$ cat src/rtl/gates_pkg.sv
// gates_pkg: shared definitions for the registered bitwise logic unit.
//   GATES_NUM_FUNCS : number of result functions produced
//   GATES_MAX_W     : widest legal operand width
//   gate_fn_e       : function index used by benches and debug views
//   gate_ref()      : reference result of one function on two operands
//                     (full GATES_MAX_W bits; caller masks to its width)
package gates_pkg;

  localparam int GATES_NUM_FUNCS = 5;
  localparam int GATES_MAX_W     = 64;

  typedef enum logic [2:0] {
    FN_AND  = 3'd0,
    FN_OR   = 3'd1,
    FN_XOR  = 3'd2,
    FN_NAND = 3'd3,
    FN_NOR  = 3'd4
  } gate_fn_e;

  function automatic logic [GATES_MAX_W-1:0] gate_ref(
    input gate_fn_e               fn,
    input logic [GATES_MAX_W-1:0] a,
    input logic [GATES_MAX_W-1:0] b
  );
    logic [GATES_MAX_W-1:0] r;
    case (fn)
      FN_AND:  r = a & b;
      FN_OR:   r = a | b;
      FN_XOR:  r = a ^ b;
      FN_NAND: r = ~(a & b);
      FN_NOR:  r = ~(a | b);
      default: r = '0;
    endcase
    return r;
  endfunction

endpackage

$ cat src/rtl/gates_comb.sv
// gates_comb: purely combinational five-function bitwise unit.
//   a_i, b_i   : WIDTH-bit operands
//   and_o      : a & b
//   or_o       : a | b
//   xor_o      : a ^ b
//   nand_o     : ~(a & b)
//   nor_o      : ~(a | b)
// Each bit slice sees only its own operand bits; no cross-bit terms.
module gates_comb
  import gates_pkg::*;
#(
  parameter int WIDTH = 4
) (
  input  logic [WIDTH-1:0] a_i,
  input  logic [WIDTH-1:0] b_i,
  output logic [WIDTH-1:0] and_o,
  output logic [WIDTH-1:0] or_o,
  output logic [WIDTH-1:0] xor_o,
  output logic [WIDTH-1:0] nand_o,
  output logic [WIDTH-1:0] nor_o
);

  for (genvar i = 0; i < WIDTH; i++) begin : g_bit
    assign and_o[i]  = a_i[i] & b_i[i];
    assign or_o[i]   = a_i[i] | b_i[i];
    assign xor_o[i]  = a_i[i] ^ b_i[i];
    assign nand_o[i] = ~(a_i[i] & b_i[i]);
    assign nor_o[i]  = ~(a_i[i] | b_i[i]);
  end

endmodule

$ cat src/rtl/gates_reg.sv
// gates_reg: registered five-function bitwise logic unit (one pipeline stage).
//   clk       : clock, rising edge
//   rst       : synchronous active-high reset (wins over in_valid)
//   in_valid  : a/b carry an operand pair this cycle
//   a, b      : WIDTH-bit operands
//   out_valid : y1..y5 were loaded at the last edge
//   y1..y5    : AND, OR, XOR, NAND, NOR of the last accepted pair
// Results hold while idle; only reset clears them.
module gates_reg
  import gates_pkg::*;
#(
  parameter int WIDTH = 4
) (
  input  logic             clk,
  input  logic             rst,
  input  logic             in_valid,
  input  logic [WIDTH-1:0] a,
  input  logic [WIDTH-1:0] b,
  output logic             out_valid,
  output logic [WIDTH-1:0] y1,
  output logic [WIDTH-1:0] y2,
  output logic [WIDTH-1:0] y3,
  output logic [WIDTH-1:0] y4,
  output logic [WIDTH-1:0] y5
);

  logic [WIDTH-1:0] y1_d, y2_d, y3_d, y4_d, y5_d;
  logic [WIDTH-1:0] y1_q, y2_q, y3_q, y4_q, y5_q;
  // Single-stage valid shift register: vld_pipe[0] is the input side.
  logic [1:0]       vld_pipe;

  gates_comb #(.WIDTH(WIDTH)) u_comb (
    .a_i    (a),
    .b_i    (b),
    .and_o  (y1_d),
    .or_o   (y2_d),
    .xor_o  (y3_d),
    .nand_o (y4_d),
    .nor_o  (y5_d)
  );

  assign vld_pipe[0] = in_valid;

  always_ff @(posedge clk) begin
    if (rst) begin
      vld_pipe[1] <= 1'b0;
      y1_q <= '0;
      y2_q <= '0;
      y3_q <= '0;
      y4_q <= '0;
      y5_q <= '0;
    end else begin
      vld_pipe[1] <= vld_pipe[0];
      // Operands are ignored when not valid, so held results stay clean.
      if (vld_pipe[0]) begin
        y1_q <= y1_d;
        y2_q <= y2_d;
        y3_q <= y3_d;
        y4_q <= y4_d;
        y5_q <= y5_d;
      end
    end
  end

  assign out_valid = vld_pipe[1];
  assign y1 = y1_q;
  assign y2 = y2_q;
  assign y3 = y3_q;
  assign y4 = y4_q;
  assign y5 = y5_q;

endmodule

$ cat config.mk
export PLATFORM = sky130hd
export DESIGN_NAME = gates_reg
export DESIGN_NICKNAME = d
export VERILOG_FILES = /design/src/rtl/gates_pkg.sv /design/src/rtl/gates_comb.sv /design/src/rtl/gates_reg.sv
export SDC_FILE = /design/constraint.sdc
export NUM_CORES = 1
export LEC_CHECK = 0
export CAP_MARGIN = 20
export CORE_ASPECT_RATIO = 0.8
export CORE_UTILIZATION = 30
export CTS_CLUSTER_DIAMETER = 150
export CTS_CLUSTER_SIZE = 30
export DETAILED_ROUTE_END_ITERATION = 16
export GPL_ROUTABILITY_DRIVEN = 0
export HOLD_SLACK_MARGIN = 0.06
export SYNTH_ARGS = -nofsm -noshare
export SYNTH_HDL_FRONTEND = slang
export SYNTH_SLANG_ARGS = --single-unit
$ cat constraint.sdc
create_clock -name clk -period 0.8 [get_ports clk]
set_input_delay 0.16 -clock clk [delete_from_list [all_inputs] [get_ports clk]]
set_output_delay 0.16 -clock clk [all_outputs]
set_load 0.02 [all_outputs]
==> flow_summary.ini, run 1 <==
[floorplanning]
rows = 17
die_area_mm2 = 0.00341
core_mm2 = 0.00289
die_y_um = 52.5
start_util = 0.330
io-pin-count = 32
die-width_um = 65.1

[yosys]
seq_area_frac_synth = 0.440
ys_warn_count = 0
synth_nets = 118
synth_top_area_share = 0.440
ys_types = 11
synth-seq-cells = 21
syn_inst = 91
syn_area_um2 = 955
syn_avg_cell_area_um2 = 10.5
synth_area_leader_cell = dfxtp_1
synthTopCellsByArea = dfxtp_1, ha_1, mux2i_1

[critical_path]
cp.required_ns = 0.64
reg2reg_to = y2[0]$_SDFFE_PP0P_
r2r_start = y2[0]$_SDFFE_PP0P_
crit_family = flip-flops
cp_max_fo = 2
reg2reg_depth = 3
critPathKind = flip-flop to primary output
worstPathCellList = buf_6
cp-start-kind = flip-flop
path_buf_inv = 1
critPathCapture = y5[0]
crit_slowest_cell = dfxtp_2
slowest_delay_ns = 0.34
end_kind = primary output
r2r_setup_slack_ns = 0.07
cp-startpoint = y5[0]$_SDFFE_PP0P_
crit_arrival_ns = 0.71
crit_cells = 1

[clocking]
cts.reportedPaths.clkPinSlew_ns = 0.07
clk_latency_ns = 0.25
clock_path_buffers = 2
clock-sinks = 21
h-tree-depth = 1
numCtsBuffers = 3
cts_tree = built
clockRootBuffer = clkbuf_8

[hold_path]
hold_class = primary input to flip-flop
hold_path.startpoint = a[3]

[finish]
postLayoutCoreUtil = 0.544
stdcell_count = 175
final_nets = 165
drive_gt1_frac = 0.496
area_growth_pct = 64.9
antenna_cells = 0
final_cell_mix = dfxtp_2, buf_6, nor2_1
stdcell_area_mm2 = 0.00157

[timing]
finalMaxSlewViolations = 0
worst_pin_slew_ns = 0.168
setup_tns_ns = -1.26
fin_crit_sh = 1.09
fmax_mhz = 1150
rsz0062_at_grt = yes
holdWs_ns = 0.254
fin_crit_ns = 0.869
hold_viol = 0
fin_ws_ns = -0.0694
setup_violations = 21
clock_skew_ns = 0
max_slew_margin = 0.887

[placed_design]
io_buffers = 31
pre_cts_ws_ns = -0.523
dpl.cell_count = 166
place_area_mm2 = 0.00138
hpwl_mm = 1.17

[global_route]
grt_pass1_vias = 718
track_usage = 0.130
antenna_found_initial = 0
grt_pass1_wl_mm = 3.28
grt_max_degree = 16
overflow = 0

[drt]
vias_per_cell = 4.30
drc = 0
drt_iter0_markers = 28
firstDrtPassIters = 2
wl_per_cell_um = 11.4
postRouteAntennaNets = 0
drt-total-wl_mm = 2.00
via_count = 752

[power_and_ir_drop]
p_total_mw = 2.41
p_leak_nw = 0.789
ir_drop_mv = 1.33
p_per_area_mw_per_mm2 = 1530

[outcome]
violations = setup timing
status = finished, violations left

[job]
maxCapViolations = 0
-- routing by layer --
layer / vias to the layer above / share of wire / routed length, um / GRT usage
met3: 2 / 0.065 / 130 / 0.0413
li1: 390 / - / - / -
met1: 336 / 0.51 / 1010 / 0.162
met5: - / 0 / 0 / 0
met4: 0 / 0.0045 / 9 / 0.0217
met2: 24 / 0.42 / 846 / 0.222
-- how the worst min path moves through the flow --
stage                           endpoint  slack, ns  cells past startpoint
floorplan           out_valid$_SDFF_PP0_       0.23                      1
global placement      y4[3]$_SDFFE_PP0P_       0.47                      2
detailed placement    y4[1]$_SDFFE_PP0P_       0.47                      2
CTS                   y4[3]$_SDFFE_PP0P_       0.40                      3
global route          y4[3]$_SDFFE_PP0P_       0.25                      3
finish                y4[3]$_SDFFE_PP0P_       0.25                      3
-- worst register-to-register path: cells and delay by family (launching register included) --
kind	cells	cell delay, ns
flops	1	0.33
buf+inv	1	0.10
simple gates	1	0.03
compound gates	1	0.19
-- cell families after synthesis --
logic type | count (synthesis) | synth area share
and+or+nand+nor | 21 | 0.0852
adders and majority gates | 16 | 0.210
buffers and inverters | 13 | 0.0708
DFF | 21 | 0.440
muxes | 12 | 0.126
AOI/OAI and AO/OA | 8 | 0.0681
-- timing repair --
| item | 4_1_cts | 5_1_grt |
|---|---|---|
| gates resized for setup | 159 | 9 |
| hold buffers | 0 | 0 |
| pin swaps | 0 | 2 |
| buffers inserted | 1 | 1 |
| cloned | 2 | 1 |
| hold endpoints to repair | 0 | 0 |
| setup endpoints to repair | 42 | 26 |
-- cells in the mapped netlist --
master and number:
a211oi_1 7, a211oi_2 1, buf_4 1, buf_6 2, clkbuf_1 2, dfxtp_1 21
ha_1 16, inv_1 8, mux2i_1 12, nor2_1 20, nor2b_1 1
-- sequential cells by signal (all words and copies together), names as in the netlist --
signal,flops
y1,4
out_valid,1
y2,4
y5,4
y3,4
y4,4
-- layout make-up --
| class | instances | area, um2 |
|---|---|---|
| clock buffers | 4 | 45.0 |
| fillers | 271 | 1320 |
| inverters | 8 | 30.0 |
| multi-input cells | 57 | 477 |
| flip-flops and latches | 21 | 447 |
| well taps | 38 | 47.5 |
| repair buffers | 47 | 528 |
-- power by group --
part / internal (mW) / switching (mW)
Combinational: 0.321 / 0.252
Clock: 0.354 / 0.312
Sequential: 1.12 / 0.0431
Note: power is estimated with default switching activity, not from simulation.
==> run 2, diff against run 1 <==
- ABC_AREA: unset -> 0
- CORE_MARGIN: unset -> 2
- GPL_ROUTABILITY_DRIVEN: 0 -> 1
==> run 2 against run 1 <==
The flow still finishes with violations (setup timing). Clock power rose by 3.6%. Register-to-register slack barely moved. Routed wire length rose by 1.4%. Critical path type unchanged. Critical endpoint is now y1[0]. Largest power group unchanged.
==> flow_summary.ini, run 2 (synthesized netlist as in run 1, its figures left out) <==
[outcome]
status = finished, violations left
violations = setup timing

[finish]
final_nets = 165
multi_input_area_um2 = 477
final_cell_mix = dfxtp_2, buf_6, nor2_1
stdcell_count = 177
drive_gt1_frac = 0.540
postLayoutCoreUtil = 0.508
area_growth_pct = 62.9
nFillCells = 303
register_area_um2 = 447
antenna_cells = 0

[clocking]
h-tree-depth = 1
cts.reportedPaths.clkPinSlew_ns = 0.08
clockRootBuffer = clkbuf_8
cts_tree = built
clock-sinks = 21
clock_path_buffers = 2
numCtsBuffers = 3
clk_latency_ns = 0.26

[drt]
firstDrtPassIters = 4
vias_per_cell = 4.25
postRouteAntennaNets = 0
via_count = 753
drt_iter0_markers = 13
wl_per_cell_um = 11.5
drt-total-wl_mm = 2.03
drc = 0

[critical_path]
r2r_start = y2[0]$_SDFFE_PP0P_
critPathKind = flip-flop to primary output
cp-start-kind = flip-flop
reg2reg_to = y2[0]$_SDFFE_PP0P_
cp_max_fo = 2
crit_family = flip-flops
crit_slowest_cell = dfxtp_2
r2r_setup_slack_ns = 0.06
crit_cells = 1
reg2reg_depth = 3
end_kind = primary output
worstPathCellList = buf_6
path_buf_inv = 1
crit_arrival_ns = 0.72
slowest_delay_ns = 0.35
cp.required_ns = 0.64

[floorplanning]
die_area_mm2 = 0.00365
rows = 18
start_util = 0.312
die_y_um = 54.5
core_mm2 = 0.00306
die-width_um = 67.1
io-pin-count = 32

[placed_design]
dpl.cell_count = 166
routabilityCongestion = 0.645
pre_cts_ws_ns = -0.549
io_buffers = 31
hpwl_mm = 1.28

[power_and_ir_drop]
p_leak_nw = 0.780
ir_drop_mv = 1.12
p_per_area_mw_per_mm2 = 1560
p_total_mw = 2.42

[timing]
fin_crit_sh = 1.11
fmax_mhz = 1130
hold_viol = 0
clock_skew_ns = 0
fin_ws_ns = -0.0847
holdWs_ns = 0.259
fin_crit_ns = 0.885
finalMaxSlewViolations = 0
rsz0062_at_grt = yes
setup_violations = 21
worst_pin_slew_ns = 0.195
max_slew_margin = 0.870

[global_route]
grt_max_degree = 16
grt_pass1_vias = 762
track_usage = 0.130
overflow = 0
antenna_found_initial = 0
grt_pass1_wl_mm = 3.44

[hold_path]
holdPathEnd = y4[3]$_SDFFE_PP0P_
hold_class = primary input to flip-flop
hold_depth = 3
hold_path.startpoint = a[3]

[job]
maxCapViolations = 0
==> run 2: changes by cell type in the layout (fill, tap and decap cells not counted) <==
cell,delta
clkinv_2,+1
clkdlybuf4s15_1,-1
buf_4,+1
clkbuf_2,+1
clkbuf_16,-1
inv_2,+4
clkbuf_1,-1
inv_1,-4
==> run 2: area by class of cell <==
cell class	count	share of cell area
multi-input cells	57	0.307
inverters	8	0.0193
clock buffers	3	0.0265
repair buffers	47	0.325
well taps	40	0.0322
clock inverters	1	0.00322
flip-flops and latches	21	0.287
==> run 2: worst max-delay path by stage <==
stage                       start            endpoint  slack (ns)
6_report       y1[0]$_SDFFE_PP0P_               y1[0]       -0.08
5_1_grt        y1[0]$_SDFFE_PP0P_               y1[0]       -0.12
4_1_cts        y1[0]$_SDFFE_PP0P_               y1[0]       -0.10
3_5_place_dp                 a[3]  y3[3]$_SDFFE_PP0P_       -0.55
3_3_place_gp                 a[3]  y3[3]$_SDFFE_PP0P_       -0.51
2_1_floorplan                a[3]  y3[3]$_SDFFE_PP0P_        0.04
==> run 2: worst min-delay path: cells and delay by family <==
kind / cells / cell delay (ns)
AO/OA/AOI/OAI: 1 / 0.06
buffers and inverters: 1 / 0.11
adder cells (fa/ha/maj): 1 / 0.15
==> run 2: timing repair <==
item                       in CTS  in global routing
pin swaps                       0                  1
buffers inserted                3                  2
setup endpoints to repair      42                 29
gates cloned                    2                  0
resized for setup             160                 13
hold buffers                    0                  0
==> run 2: power breakdown <==
group / internal [mW] / total [mW] / switching, mW
Sequential: 1.12 / 1.17 / 0.0425
Combinational: 0.316 / 0.567 / 0.251
Clock: 0.347 / 0.690 / 0.343
Total: 1.79 / 2.42 / 0.637
==> run 2: per-layer routing <==
metal,vias up,part of all wire,GRT usage
li1,390,-,-
met1,339,0.47,0.159
met2,24,0.45,0.224
met3,0,0.080,0.0494
met4,0,0,0.0204
met5,-,0,0
==> run 2: stage by stage <==
step | TNS [ns] | cell area, um2
after CTS | -1.69 | 1550
after global placement | -14.57 | 1370
final | -1.41 | 1560
after global routing | -2.06 | 1560
after floorplan | 0 | 955
after detailed placement | -15.00 | 1370
